[config.mk]
export PLATFORM = sky130hd
export DESIGN_NAME = usb_tx_serializer
export DESIGN_NICKNAME = d
export VERILOG_FILES = /design/src/rtl/usb_tx_pkg.sv /design/src/rtl/usb_tx_line_encoder.sv /design/src/rtl/usb_tx_serializer.sv
export SDC_FILE = /design/constraint.sdc
export NUM_CORES = 1
export LEC_CHECK = 0
export ABC_AREA = 1
export CORE_ASPECT_RATIO = 1.1
export CORE_MARGIN = 2
export CORE_UTILIZATION = 56
export CTS_CLUSTER_DIAMETER = 120
export CTS_CLUSTER_SIZE = 8
export DETAILED_ROUTE_END_ITERATION = 12
export HOLD_SLACK_MARGIN = 0.03
export PLACE_DENSITY = 0.78
export SETUP_SLACK_MARGIN = 0.05
export SYNTH_ARGS = -nofsm -noshare
export SYNTH_HDL_FRONTEND = slang
export SYNTH_SLANG_ARGS = --single-unit
[constraint.sdc]
create_clock -name clk -period 2.8 [get_ports clk]
set_input_delay 0.42 -clock clk [delete_from_list [all_inputs] [get_ports clk]]
set_output_delay 0.42 -clock clk [all_outputs]
set_load 0.02 [all_outputs]
[src/rtl/usb_tx_pkg.sv]
// Shared types and constants for the USB full-speed transmit serializer.
// Line encodings are {dplus, dminus}; the CRC16 constants are used only when USB_TX_CRC16_EN is defined.
package usb_tx_pkg;

    typedef enum logic [2:0] {
        ST_IDLE,
        ST_SYNC,
        ST_DATA,
        ST_CRC,
        ST_ABORT,
        ST_EOP_SE0,
        ST_EOP_J
    } tx_state_e;

    localparam logic [1:0] LINE_J   = 2'b10;
    localparam logic [1:0] LINE_K   = 2'b01;
    localparam logic [1:0] LINE_SE0 = 2'b00;

    // x^16+x^15+x^2+1 in reflected form, shifted out LSB first
    localparam logic [15:0] CRC16_POLY_REFL = 16'hA001;
    localparam logic [15:0] CRC16_INIT      = 16'hFFFF;

    localparam int STUFF_THRESH = 6;

    function automatic logic [15:0] crc16_byte(input logic [15:0] crc, input logic [7:0] data);
        logic [15:0] c;
        c = crc ^ {8'h00, data};
        for (int i = 0; i < 8; i++) begin
            c = c[0] ? ((c >> 1) ^ CRC16_POLY_REFL) : (c >> 1);
        end
        return c;
    endfunction

endpackage

[src/rtl/usb_tx_line_encoder.sv]
// Bit stuffer, NRZI encoder and registered J/K/SE0 line driver.
// stall tells the serializer that the next load slot is consumed by a stuff bit.
module usb_tx_line_encoder
    import usb_tx_pkg::*;
(
    input  logic clk,
    input  logic n_rst,
    input  logic clear,
    input  logic load,
    input  logic bit_in,
    input  logic force_se0,
    input  logic force_j,
    input  logic stuff_disable,
    output logic stall,
    output logic dplus_out,
    output logic dminus_out
);

    logic [1:0] line_q, line_d;
    logic [2:0] ones_q, ones_d;
    logic [2:0] ones_base;
    logic       ref_j;
    logic [1:0] hold_line;
    logic [1:0] toggle_line;

    always_comb begin
        ones_base   = clear ? 3'd0 : ones_q;
        // a new packet always starts its NRZI reference at J
        ref_j       = clear || (line_q == LINE_J);
        hold_line   = ref_j ? LINE_J : LINE_K;
        toggle_line = ref_j ? LINE_K : LINE_J;
        stall       = (ones_base == 3'(STUFF_THRESH));

        line_d = line_q;
        ones_d = ones_base;
        if (load) begin
            if (stall) begin
                line_d = toggle_line;
                ones_d = 3'd0;
            end else if (force_se0) begin
                line_d = LINE_SE0;
                ones_d = 3'd0;
            end else if (force_j) begin
                line_d = LINE_J;
                ones_d = 3'd0;
            end else if (!bit_in) begin
                line_d = toggle_line;
                ones_d = 3'd0;
            end else if (stuff_disable) begin
                // abort ones are never counted, so no stuff bit can follow them
                line_d = hold_line;
                ones_d = 3'd0;
            end else begin
                line_d = hold_line;
                ones_d = ones_base + 3'd1;
            end
        end
    end

    always_ff @(posedge clk or negedge n_rst) begin
        if (!n_rst) begin
            line_q <= LINE_J;
            ones_q <= 3'd0;
        end else begin
            line_q <= line_d;
            ones_q <= ones_d;
        end
    end

    assign dplus_out  = line_q[1];
    assign dminus_out = line_q[0];

endmodule

[src/rtl/usb_tx_serializer.sv]
// USB full-speed transmit serializer: SYNC, byte fetch, LSB-first shift, underrun abort and EOP.
// Optional CRC16 append is built only when USB_TX_CRC16_EN is defined.
module usb_tx_serializer
    import usb_tx_pkg::*;
#(
    parameter int         CLKS_PER_BIT = 8,
    parameter logic [7:0] SYNC_BYTE    = 8'h80,
    parameter int         EOP_SE0_BITS = 2
) (
    input  logic      clk,
    input  logic      n_rst,
    input  logic      tx_start,
    input  logic      crc_append,
    input  logic [7:0] byte_data,
    input  logic      byte_valid,
    input  logic      byte_last,
    output logic      byte_ready,
    output logic      tx_active,
    output logic      tx_error,
    output logic      dplus_out,
    output logic      dminus_out,
    output tx_state_e dbg_state
);

    // Handshake: a byte transfers on the clock edge ending a cycle where byte_valid && byte_ready.
    // byte_ready is a single-cycle strobe; byte_valid low in that cycle is an underrun.

    localparam int CNT_W     = (CLKS_PER_BIT > 1) ? $clog2(CLKS_PER_BIT) : 1;
    localparam int MAX_FIELD = (EOP_SE0_BITS > 16) ? EOP_SE0_BITS : 16;
    localparam int BL_W      = $clog2(MAX_FIELD + 1);
    localparam logic [CNT_W-1:0] CNT_LAST = CNT_W'(CLKS_PER_BIT - 1);

    tx_state_e        state_q, state_d;
    logic [CNT_W-1:0] cnt_q, cnt_d;
    logic [15:0]      shreg_q, shreg_d;
    logic [BL_W-1:0]  bits_q, bits_d;
    logic             last_q, last_d;
    logic             error_q, error_d;

    logic             strobe;
    logic             field_end;
    logic             fetch;
    logic             stall;
    logic             clear;
    logic             slot_load;
    logic             slot_bit;
    tx_state_e        slot_field;
    tx_state_e        new_field;
    logic [15:0]      new_val;
    logic [BL_W-1:0]  new_len;

`ifdef USB_TX_CRC16_EN
    logic [15:0] crc_q, crc_d;
    logic        crc_en_q, crc_en_d;
    logic        pid_q, pid_d;
`else
    logic unused_crc_append;
    assign unused_crc_append = crc_append;
`endif

    assign strobe    = (state_q != ST_IDLE) && (cnt_q == CNT_LAST);
    // bits_q counts bits of the current field not yet put on the line
    assign field_end = (bits_q == '0);
    assign fetch     = strobe && field_end &&
                       ((state_q == ST_SYNC) || ((state_q == ST_DATA) && !last_q));

    // Field that follows the current one once its last bit has been on the line
    always_comb begin
        new_field = ST_IDLE;
        new_val   = '0;
        new_len   = '0;
        case (state_q)
            ST_SYNC, ST_DATA: begin
                if ((state_q == ST_SYNC) || !last_q) begin
                    if (byte_valid) begin
                        new_field = ST_DATA;
                        new_val   = {8'h00, byte_data};
                    end else begin
                        new_field = ST_ABORT;
                        new_val   = 16'h00FF;
                    end
                    new_len = BL_W'(8);
                end else begin
                    new_field = ST_EOP_SE0;
                    new_len   = BL_W'(EOP_SE0_BITS);
`ifdef USB_TX_CRC16_EN
                    if (crc_en_q) begin
                        new_field = ST_CRC;
                        new_val   = ~crc_q;
                        new_len   = BL_W'(16);
                    end
`endif
                end
            end
            ST_CRC, ST_ABORT: begin
                new_field = ST_EOP_SE0;
                new_len   = BL_W'(EOP_SE0_BITS);
            end
            ST_EOP_SE0: begin
                new_field = ST_EOP_J;
                new_len   = BL_W'(1);
            end
            default: begin
                new_field = ST_IDLE;
            end
        endcase
    end

    always_comb begin
        state_d    = state_q;
        cnt_d      = cnt_q;
        shreg_d    = shreg_q;
        bits_d     = bits_q;
        last_d     = last_q;
        error_d    = 1'b0;
        clear      = 1'b0;
        slot_load  = 1'b0;
        slot_field = state_q;
        slot_bit   = shreg_q[0];
        byte_ready = fetch;
`ifdef USB_TX_CRC16_EN
        crc_d      = crc_q;
        crc_en_d   = crc_en_q;
        pid_d      = pid_q;
`endif

        if (state_q == ST_IDLE) begin
            if (tx_start) begin
                clear      = 1'b1;
                slot_load  = 1'b1;
                slot_field = ST_SYNC;
                slot_bit   = SYNC_BYTE[0];
                state_d    = ST_SYNC;
                cnt_d      = '0;
                shreg_d    = {9'h000, SYNC_BYTE[7:1]};
                bits_d     = BL_W'(7);
                last_d     = 1'b0;
`ifdef USB_TX_CRC16_EN
                crc_d      = CRC16_INIT;
                crc_en_d   = crc_append;
                pid_d      = 1'b1;
`endif
            end
        end else begin
            cnt_d = strobe ? '0 : cnt_q + 1'b1;
            if (strobe) begin
                if (!field_end) begin
                    slot_load = 1'b1;
                    if (!stall) begin
                        shreg_d = shreg_q >> 1;
                        bits_d  = bits_q - 1'b1;
                    end
                end else if (new_field == ST_IDLE) begin
                    state_d = ST_IDLE;
                end else begin
                    // a pending stuff bit takes this slot; the new field starts one bit later
                    slot_load  = 1'b1;
                    slot_field = new_field;
                    slot_bit   = new_val[0];
                    state_d    = new_field;
                    if (stall) begin
                        shreg_d = new_val;
                        bits_d  = new_len;
                    end else begin
                        shreg_d = new_val >> 1;
                        bits_d  = new_len - 1'b1;
                    end
                    if (fetch) begin
                        if (byte_valid) begin
                            last_d = byte_last;
`ifdef USB_TX_CRC16_EN
                            if (!pid_q) begin
                                crc_d = crc16_byte(crc_q, byte_data);
                            end
                            pid_d = 1'b0;
`endif
                        end else begin
                            error_d = 1'b1;
                        end
                    end
                end
            end
        end
    end

    always_ff @(posedge clk or negedge n_rst) begin
        if (!n_rst) begin
            state_q  <= ST_IDLE;
            cnt_q    <= '0;
            shreg_q  <= '0;
            bits_q   <= '0;
            last_q   <= 1'b0;
            error_q  <= 1'b0;
`ifdef USB_TX_CRC16_EN
            crc_q    <= '0;
            crc_en_q <= 1'b0;
            pid_q    <= 1'b0;
`endif
        end else begin
            state_q  <= state_d;
            cnt_q    <= cnt_d;
            shreg_q  <= shreg_d;
            bits_q   <= bits_d;
            last_q   <= last_d;
            error_q  <= error_d;
`ifdef USB_TX_CRC16_EN
            crc_q    <= crc_d;
            crc_en_q <= crc_en_d;
            pid_q    <= pid_d;
`endif
        end
    end

    usb_tx_line_encoder u_line_encoder (
        .clk           (clk),
        .n_rst         (n_rst),
        .clear         (clear),
        .load          (slot_load),
        .bit_in        (slot_bit),
        .force_se0     (slot_field == ST_EOP_SE0),
        .force_j       (slot_field == ST_EOP_J),
        .stuff_disable (slot_field == ST_ABORT),
        .stall         (stall),
        .dplus_out     (dplus_out),
        .dminus_out    (dminus_out)
    );

    assign tx_active = (state_q != ST_IDLE);
    assign tx_error  = error_q;
    assign dbg_state = state_q;

endmodule

# --- Yosys cells after proc, flatten, opt, wreduce, memory -nomap -nowiden ---
# Index checks and enable logic that the tools add are counted.
classes:
  muxes: 71
  add_sub_neg: 4
  reduce_logical: 21
  eq_ne: 15
op_table:
  columns: ["operator", "n"]
  rows:
  - ["2-to-1 mux 16 bit", 8]
  - ["2-to-1 mux 3 bit", 21]
  - ["2-to-1 mux 5 bit", 7]
  - ["2-to-1 mux 1 bit", 24]
  - ["equality test 3 bit, second input constant", 7]
  - ["2-to-1 mux 8 bit", 2]
  - ["2-to-1 mux 2 bit", 6]
  - ["case mux 4 bit (3 select lines)", 1]
  - ["subtractor 5 x 1 -> 5 bit, second input constant", 2]
  - ["case mux 3 bit (3 select lines)", 1]
  - ["nonzero test 2 bit", 4]
  - ["adder 3 x 1 -> 3 bit, second input constant", 2]
  - ["equality test 3 x 2 -> 1 bit, second input constant", 2]
  - ["zero test 3 bit", 2]
  - ["AND reduction 6 bit", 1]
  - ["zero test 5 bit", 1]
  - ["logical AND 1 bit", 4]
  - ["2-to-1 mux 4 bit", 1]
  - ["inequality test 2 bit, second input constant", 2]
  - ["AND reduction 4 bit", 1]
  - ["OR reduction 2 bit", 2]
  - ["equality test 3 x 1 -> 1 bit, second input constant", 1]
  - ["logical OR 1 bit", 3]
  - ["inequality test 3 x 2 -> 1 bit, second input constant", 1]
  - ["other kinds (5)", 5]
totals:
  elab_cells: 119
  register_bits: 34

# --- Logic depth before layout (Yosys ltp) ---
depth:
  ltp_word: 16
  ltp_mapped: 16
  ltp_nobuf: 15

# --- Hierarchy ---
# A second synthesis with hierarchy kept.
hier_totals:
  cells_unflattened: 282
  area_unflattened_um2: 1985.7
by_module_without_submodules:
  columns: ["module", "seq_area_each_um2", "cells_per_inst", "n_inst", "area_per_inst_um2"]
  rows:
  - ["usb_tx_serializer", 525.5, 236, 1, 1639.1]
  - ["usb_tx_line_encoder", 126.4, 46, 1, 346.6]

# --- Worst setup path after synthesis ---
# No wires, ideal clock.
synth_path:
  path_type: "register to register"
  start: "register state_q[0] (netlist: dbg_state[0])"
  end: "register u_line_encoder.line_q[0]"
  setup_slack_ps: 691
  arrival_time_ps: 1992
  t_required_ps: 2683
  period_less_slack_ps: 2109
  path_stages_with_launch: 16
  cell_sequence: "dfrtp_1 buf_6 nor2_4 nand2_4 inv_6 nand2_4 nand2_1 inv_1 ha_1 nand3_4 buf_4 nor2_1 nor2_1 inv_1 nor2_1 nor2_1"
synth_between:
  elab_chain_len: 13
synth_lines:
  columns: ["item", "line", "rtl"]
  rows:
  - ["start: declaration", "usb_tx_serializer.sv:33", "tx_state_e state_q, state_d;"]
  - ["start signal: assignment", "usb_tx_serializer.sv:200", "state_q <= state_d;"]
  - ["equality test 3 x 1 -> 1 bit", "usb_tx_serializer.sv:72, usb_tx_serializer.sv:74", null]
  - ["logical OR 1 bit", "usb_tx_serializer.sv:74", "if ((state_q == ST_SYNC) || !last_q) begin"]
  - ["2-to-1 mux 3 bit", "usb_tx_serializer.sv:74", null]
  - ["case mux 3 bit (3 select lines)", "usb_tx_serializer.sv:72", "case (state_q)"]
  - ["zero test 3 bit", "usb_tx_serializer.sv:153", "end else if (new_field == ST_IDLE) begin"]
  - ["2-to-1 mux 3 bit or 2-to-1 mux 1 bit (tied branches)", "usb_tx_serializer.sv:153", null]
  - ["2-to-1 mux 3 bit or 2-to-1 mux 1 bit (tied branches)", "usb_tx_serializer.sv:147", "if (!field_end) begin"]
  - ["2-to-1 mux 3 bit or 2-to-1 mux 1 bit (tied branches)", "usb_tx_serializer.sv:146", "if (strobe) begin"]
  - ["2-to-1 mux 3 bit or 2-to-1 mux 1 bit (tied branches)", "usb_tx_serializer.sv:127", "if (state_q == ST_IDLE) begin"]
  - ["equality test 3 bit or 2-to-1 mux 2 bit (tied branches)", "usb_tx_serializer.sv:221, usb_tx_line_encoder.sv:46", null]
  - ["2-to-1 mux 2 bit", "usb_tx_line_encoder.sv:43", "end else if (force_j) begin"]
  - ["2-to-1 mux 2 bit", "usb_tx_line_encoder.sv:40", "end else if (force_se0) begin"]
  - ["2-to-1 mux 2 bit", "usb_tx_line_encoder.sv:37", "if (stall) begin"]
  - ["end signal: assignment", "usb_tx_line_encoder.sv:65", "line_q <= line_d;"]
  - ["end: declaration", "usb_tx_line_encoder.sv:19", "logic [1:0] line_q, line_d;"]
# Several ways; a longest one is shown, not always the timed one.
# A chain may end at the register's enable or synchronous reset.

# --- Worst setup path in the final report ---
layout_path:
  start: "register state_q[0] (netlist: dbg_state[0])"
  end: "output byte_ready"
layout_between:
  elab_chain_len: 4
layout_lines:
  columns: ["item", "line", "rtl"]
  rows:
  - ["equality test 3 x 2 -> 1 bit or nonzero test 3 bit (tied branches)", "usb_tx_serializer.sv:65, usb_tx_serializer.sv:61", null]
  - ["logical AND 1 bit (on tied branches)", "usb_tx_serializer.sv:65, usb_tx_serializer.sv:61", null]
  - ["logical OR 1 bit or logical AND 1 bit (tied branches)", "usb_tx_serializer.sv:65, usb_tx_serializer.sv:64", null]
  - ["logical AND 1 bit *", "usb_tx_serializer.sv:64", "assign fetch = strobe && field_end &&"]
  - ["end: declaration", "usb_tx_serializer.sv:17", "output logic byte_ready,"]
# Every way passes the cells marked *; elsewhere a longest branch is shown, timed or not.

==> summary.txt <==
Clock network
  • Clock slew at reported path FFs: ~0.15 ns
  • Post-cts hold buffer count: 0
  • CTS Buf Count: 3
  • Skew-Pair Late Insertion Delay: between 0.3 and 0.4 ns
  • Clk buf depth: 2
  • CTS tree: done
  • Root Buffer: clkbuf_4
  • CTS H-tree depth: 1
  • # clock sinks: 26

Floorplan
  • Die width: between 60 and 70 um
  • Die Ht: about 66 um
  • I/O pin count: 22
  • Row cnt: 22
  • Initial Util: between 50% and 60%
  • Die area: 4040 sq um
  • Core Region: 3360 sq um

Run status
  • Status: completed

Global route
  • Vias in the first global route: ~1.6k
  • Gr busiest metal: met2
  • M2 GR Usage: 38.7%
  • Pin count of the biggest net entering global routing: 27
  • Total gr overflow: 0
  • Met3 Use GR: roughly 1.7%
  • All-Layer GR Usage: between 20% and 30%
  • Grt met1 use: between 30% and 40%
  • Initial antenna violation count: 0
  • First-pass GRT wire length: approximately 7000 um

Route
  • Routed len/inst: between 10 and 15 um
  • Drt first pass iters: 4
  • Via/cell ratio: around 5.4
  • DR vias: between 1.5k and 2k
  • Initial drt markers: 93
  • Routed Antenna Nets: 0
  • Final WL: about 4000 um
  • Residual DRC count: 0

Yosys
  • Synth cell types: 40
  • Mux cell area share after synthesis: 0%
  • Sequential share of the synthesized area: approximately 33%
  • Largest family of logic cells by synthesized area: simple AND/OR/NAND/NOR gates
  • Syn_nets: approximately 280
  • Synth Register Bits: 26
  • Cells after Synth: around 260
  • Xor/xnor cell area share of the yosys netlist: approximately 1.8%
  • Synth warnings: 0
  • Area share of fa/ha/maj cells after synthesis: between 4 and 5%
  • Mean Syn Cell Area: a little under 8 sq um
  • Mapped cell area: ~2000 sq um
  • Synth Area in Compound Gates: between 15 and 20%
  • Post-Synth Simple-Gate Area: approximately 33%

Power and ir drop
  • Pwr dens: between 200 and 300 nW/um^2
  • Lkg Pwr: 0.00111 uW
  • Worst vdd ir: approximately 0.21 mV

Final layout
  • P&R area growth vs syn: 15.1%
  • Sequential Area: roughly 650 sq um
  • Most frequent cells in the layout: 66 x nand2_1, 25 x dfrtp_1, 22 x inv_1
  • Commonest non-fill, non-tap cell in the layout: nand2_1
  • ANT cells: 0
  • Multi-input logic area: 1140 sq um
  • Fillers: between 300 and 400
  • Final #Nets: roughly 300
  • Final Cell Area: 2280 sq um
  • Layout cells sized above 1: ~17%
  • Final non-filler cell total: ~330

Timing
  • Clk_skew: 0.00975 ns
  • RSZ-0062 raised after global routing: no
  • Least-Margin Pin Slew: between 0.3 and 0.4 ns
  • Max-slew headroom: ~80%
  • Max Clock Freq: between 300 and 400 MHz
  • Final Cycle Share: a little over nine tenths
  • Post-route setup TNS: 0 ns
  • Setup-failing EPs final: 0
  • Crit path time final: 2.65 ns
  • Final hold viol count: 0
  • Slew Limit Fails: 0

Placed design
  • Placed Cells: 320
  • I/O Buffers: 20
  • Placer Congestion: roughly 0.9
  • HPWL Detailed: approximately 3000 um
  • Placement Cell Area: about 2200 sq um

Worst hold path
  • Hold Crit Class: in -> async

Job
  • Max-cap violations: 0

Setup path
  • Crit-path max FO: 10
  • CP max stage delay: 0.59 ns
  • CP dominant cell by count: nand2_1
  • Crit path cell chain: buf_4, nand2_1, nand2_1, nor2_2, nand2_4, inv_4, nand2_2, inv_2, clkdlybuf4s50_1
  • Worst EP arrival: around 2.2 ns
  • Worst EP required: 2.38 ns
  • Setup CP Type: reg -> out
  • CP startpoint kind: flip-flop
  • Crit-path slowest cell: clkdlybuf4s50_1
  • Crit path capture type: output pin
-- critical path: cells and delay by family, from the launching register on --
| kind | cells | cell delay (ns) |
|---|---|---|
| buffers and inverters | 4 | 0.91 |
| and+or+nand+nor | 5 | 0.52 |
| DFF | 1 | 0.44 |
-- metal layers --
layer,up-vias,routed length [um],part of all wire (%)
li1,896,-,-
met1,828,1910,47
met2,30,1980,49
met3,7,94,2.3
met4,0,55,1.4
met5,-,0,0
-- through the flow --
step	utilization (%)	hold slack [ns]	worst slack [ns]	power (uW)
after floorplan	-	0.124	0.691	387
after global placement	66.2	0.465	0.433	415
after detailed placement	66.2	0.465	0.406	415
after CTS	67.8	0.453	0.0564	677
after global routing	68.0	0.477	0.0557	697
final	68.0	0.435	0.153	672
-- synthesized netlist by cell type --
library cell	instances	area, sq um
nand2_1	66	248
o21ai_1	12	60.1
buf_4	2	15.0
nand3_4	3	52.6
dfrtp_1	25	626
o21ai_0	14	70.1
dfstp_2	1	26.3
a32oi_1	1	8.76
o31ai_1	2	15.0
inv_8	1	11.3
o22ai_1	5	31.3
o211ai_1	6	45.0
buf_2	2	10.0
ha_1	7	87.6
inv_4	2	12.5
nor2_4	1	11.3
nand2_4	4	45.0
nand4_1	2	12.5
nand3_2	1	10.0
o41ai_2	1	16.3
o21ai_2	2	17.5
o2111ai_2	1	15.0
inv_6	2	17.5
nor2_1	19	71.3
buf_1	1	3.75
and3_1	1	6.26
nand3_1	12	60.1
nor2_2	2	12.5
inv_2	5	18.8
nand2_2	6	37.5
buf_6	2	22.5
nor2_8	4	80.1
a32o_1	2	20.0
xnor2_1	2	17.5
o221ai_1	1	8.76
a21boi_2	1	11.3
inv_1	22	82.6
a21oi_1	9	45.0
or2_2	1	6.26
xor2_1	2	17.5
-- area by class of cell --
cell class                      count  area share (%)
Clock buffer                        3           0.986
Clock inverter                      1            1.31
Inverter                           32            6.24
Multi-Input combinational cell    190            49.9
Sequential cell                    26            28.5
Tap cell                           48            2.63
Timing Repair Buffer               25            10.4
-- repair_timing --
item	in CTS	in global routing
buffers inserted	0	1
gates resized for setup	0	0
setup endpoints to repair	0	1
endpoints found under the hold margin	0	0
-- kinds of logic (layout without fill, tap and decap cells) --
family | Yosys count | after routing
DFF | 26 | 26
adders and majority gates | 7 | 7
AOI/OAI and AO/OA | 57 | 57
and+or+nand+nor | 122 | 122
xor gates and xnor gates | 4 | 4
buffers and inverters | 39 | 61
-- sequential cells by signal, indices dropped and copies added, names as in the netlist --
signal / cells
cnt_q: 3
last_q: 1
dbg_state: 3
shreg_q: 8
u_line_encoder.ones_q: 3
bits_q: 5
tx_error: 1
u_line_encoder.line_q: 2
-- power by group --
part	internal (uW)	leakage [uW]	total [uW]	switching, uW
sequential	376	0.000324	376	0
clock	145	0.0000279	264	119
combinational	16.9	0.000754	32.1	15.2
total	537	0.00111	672	134
-- worst paths after layout --
| kind | startpoint | to | slack [ns] | cells past startpoint |
|---|---|---|---|---|
| setup / recovery | dbg_state[0] | byte_ready | 0.15 | 9 |
| hold / removal | n_rst | dbg_state[2] | 0.44 | 2 |
| setup reg to reg | dbg_state[1] | shreg_q[0] | 0.36 | 12 |
| hold reg to reg | u_line_encoder.line_q[1] | u_line_encoder.line_q[1] | 0.49 | 2 |
| max in group asynchronous | n_rst | u_line_encoder.line_q[1] | 2.07 | 2 |
| min in group clk | u_line_encoder.line_q[1] | u_line_encoder.line_q[1] | 0.49 | 2 |
(Power assumes the default switching activity.)
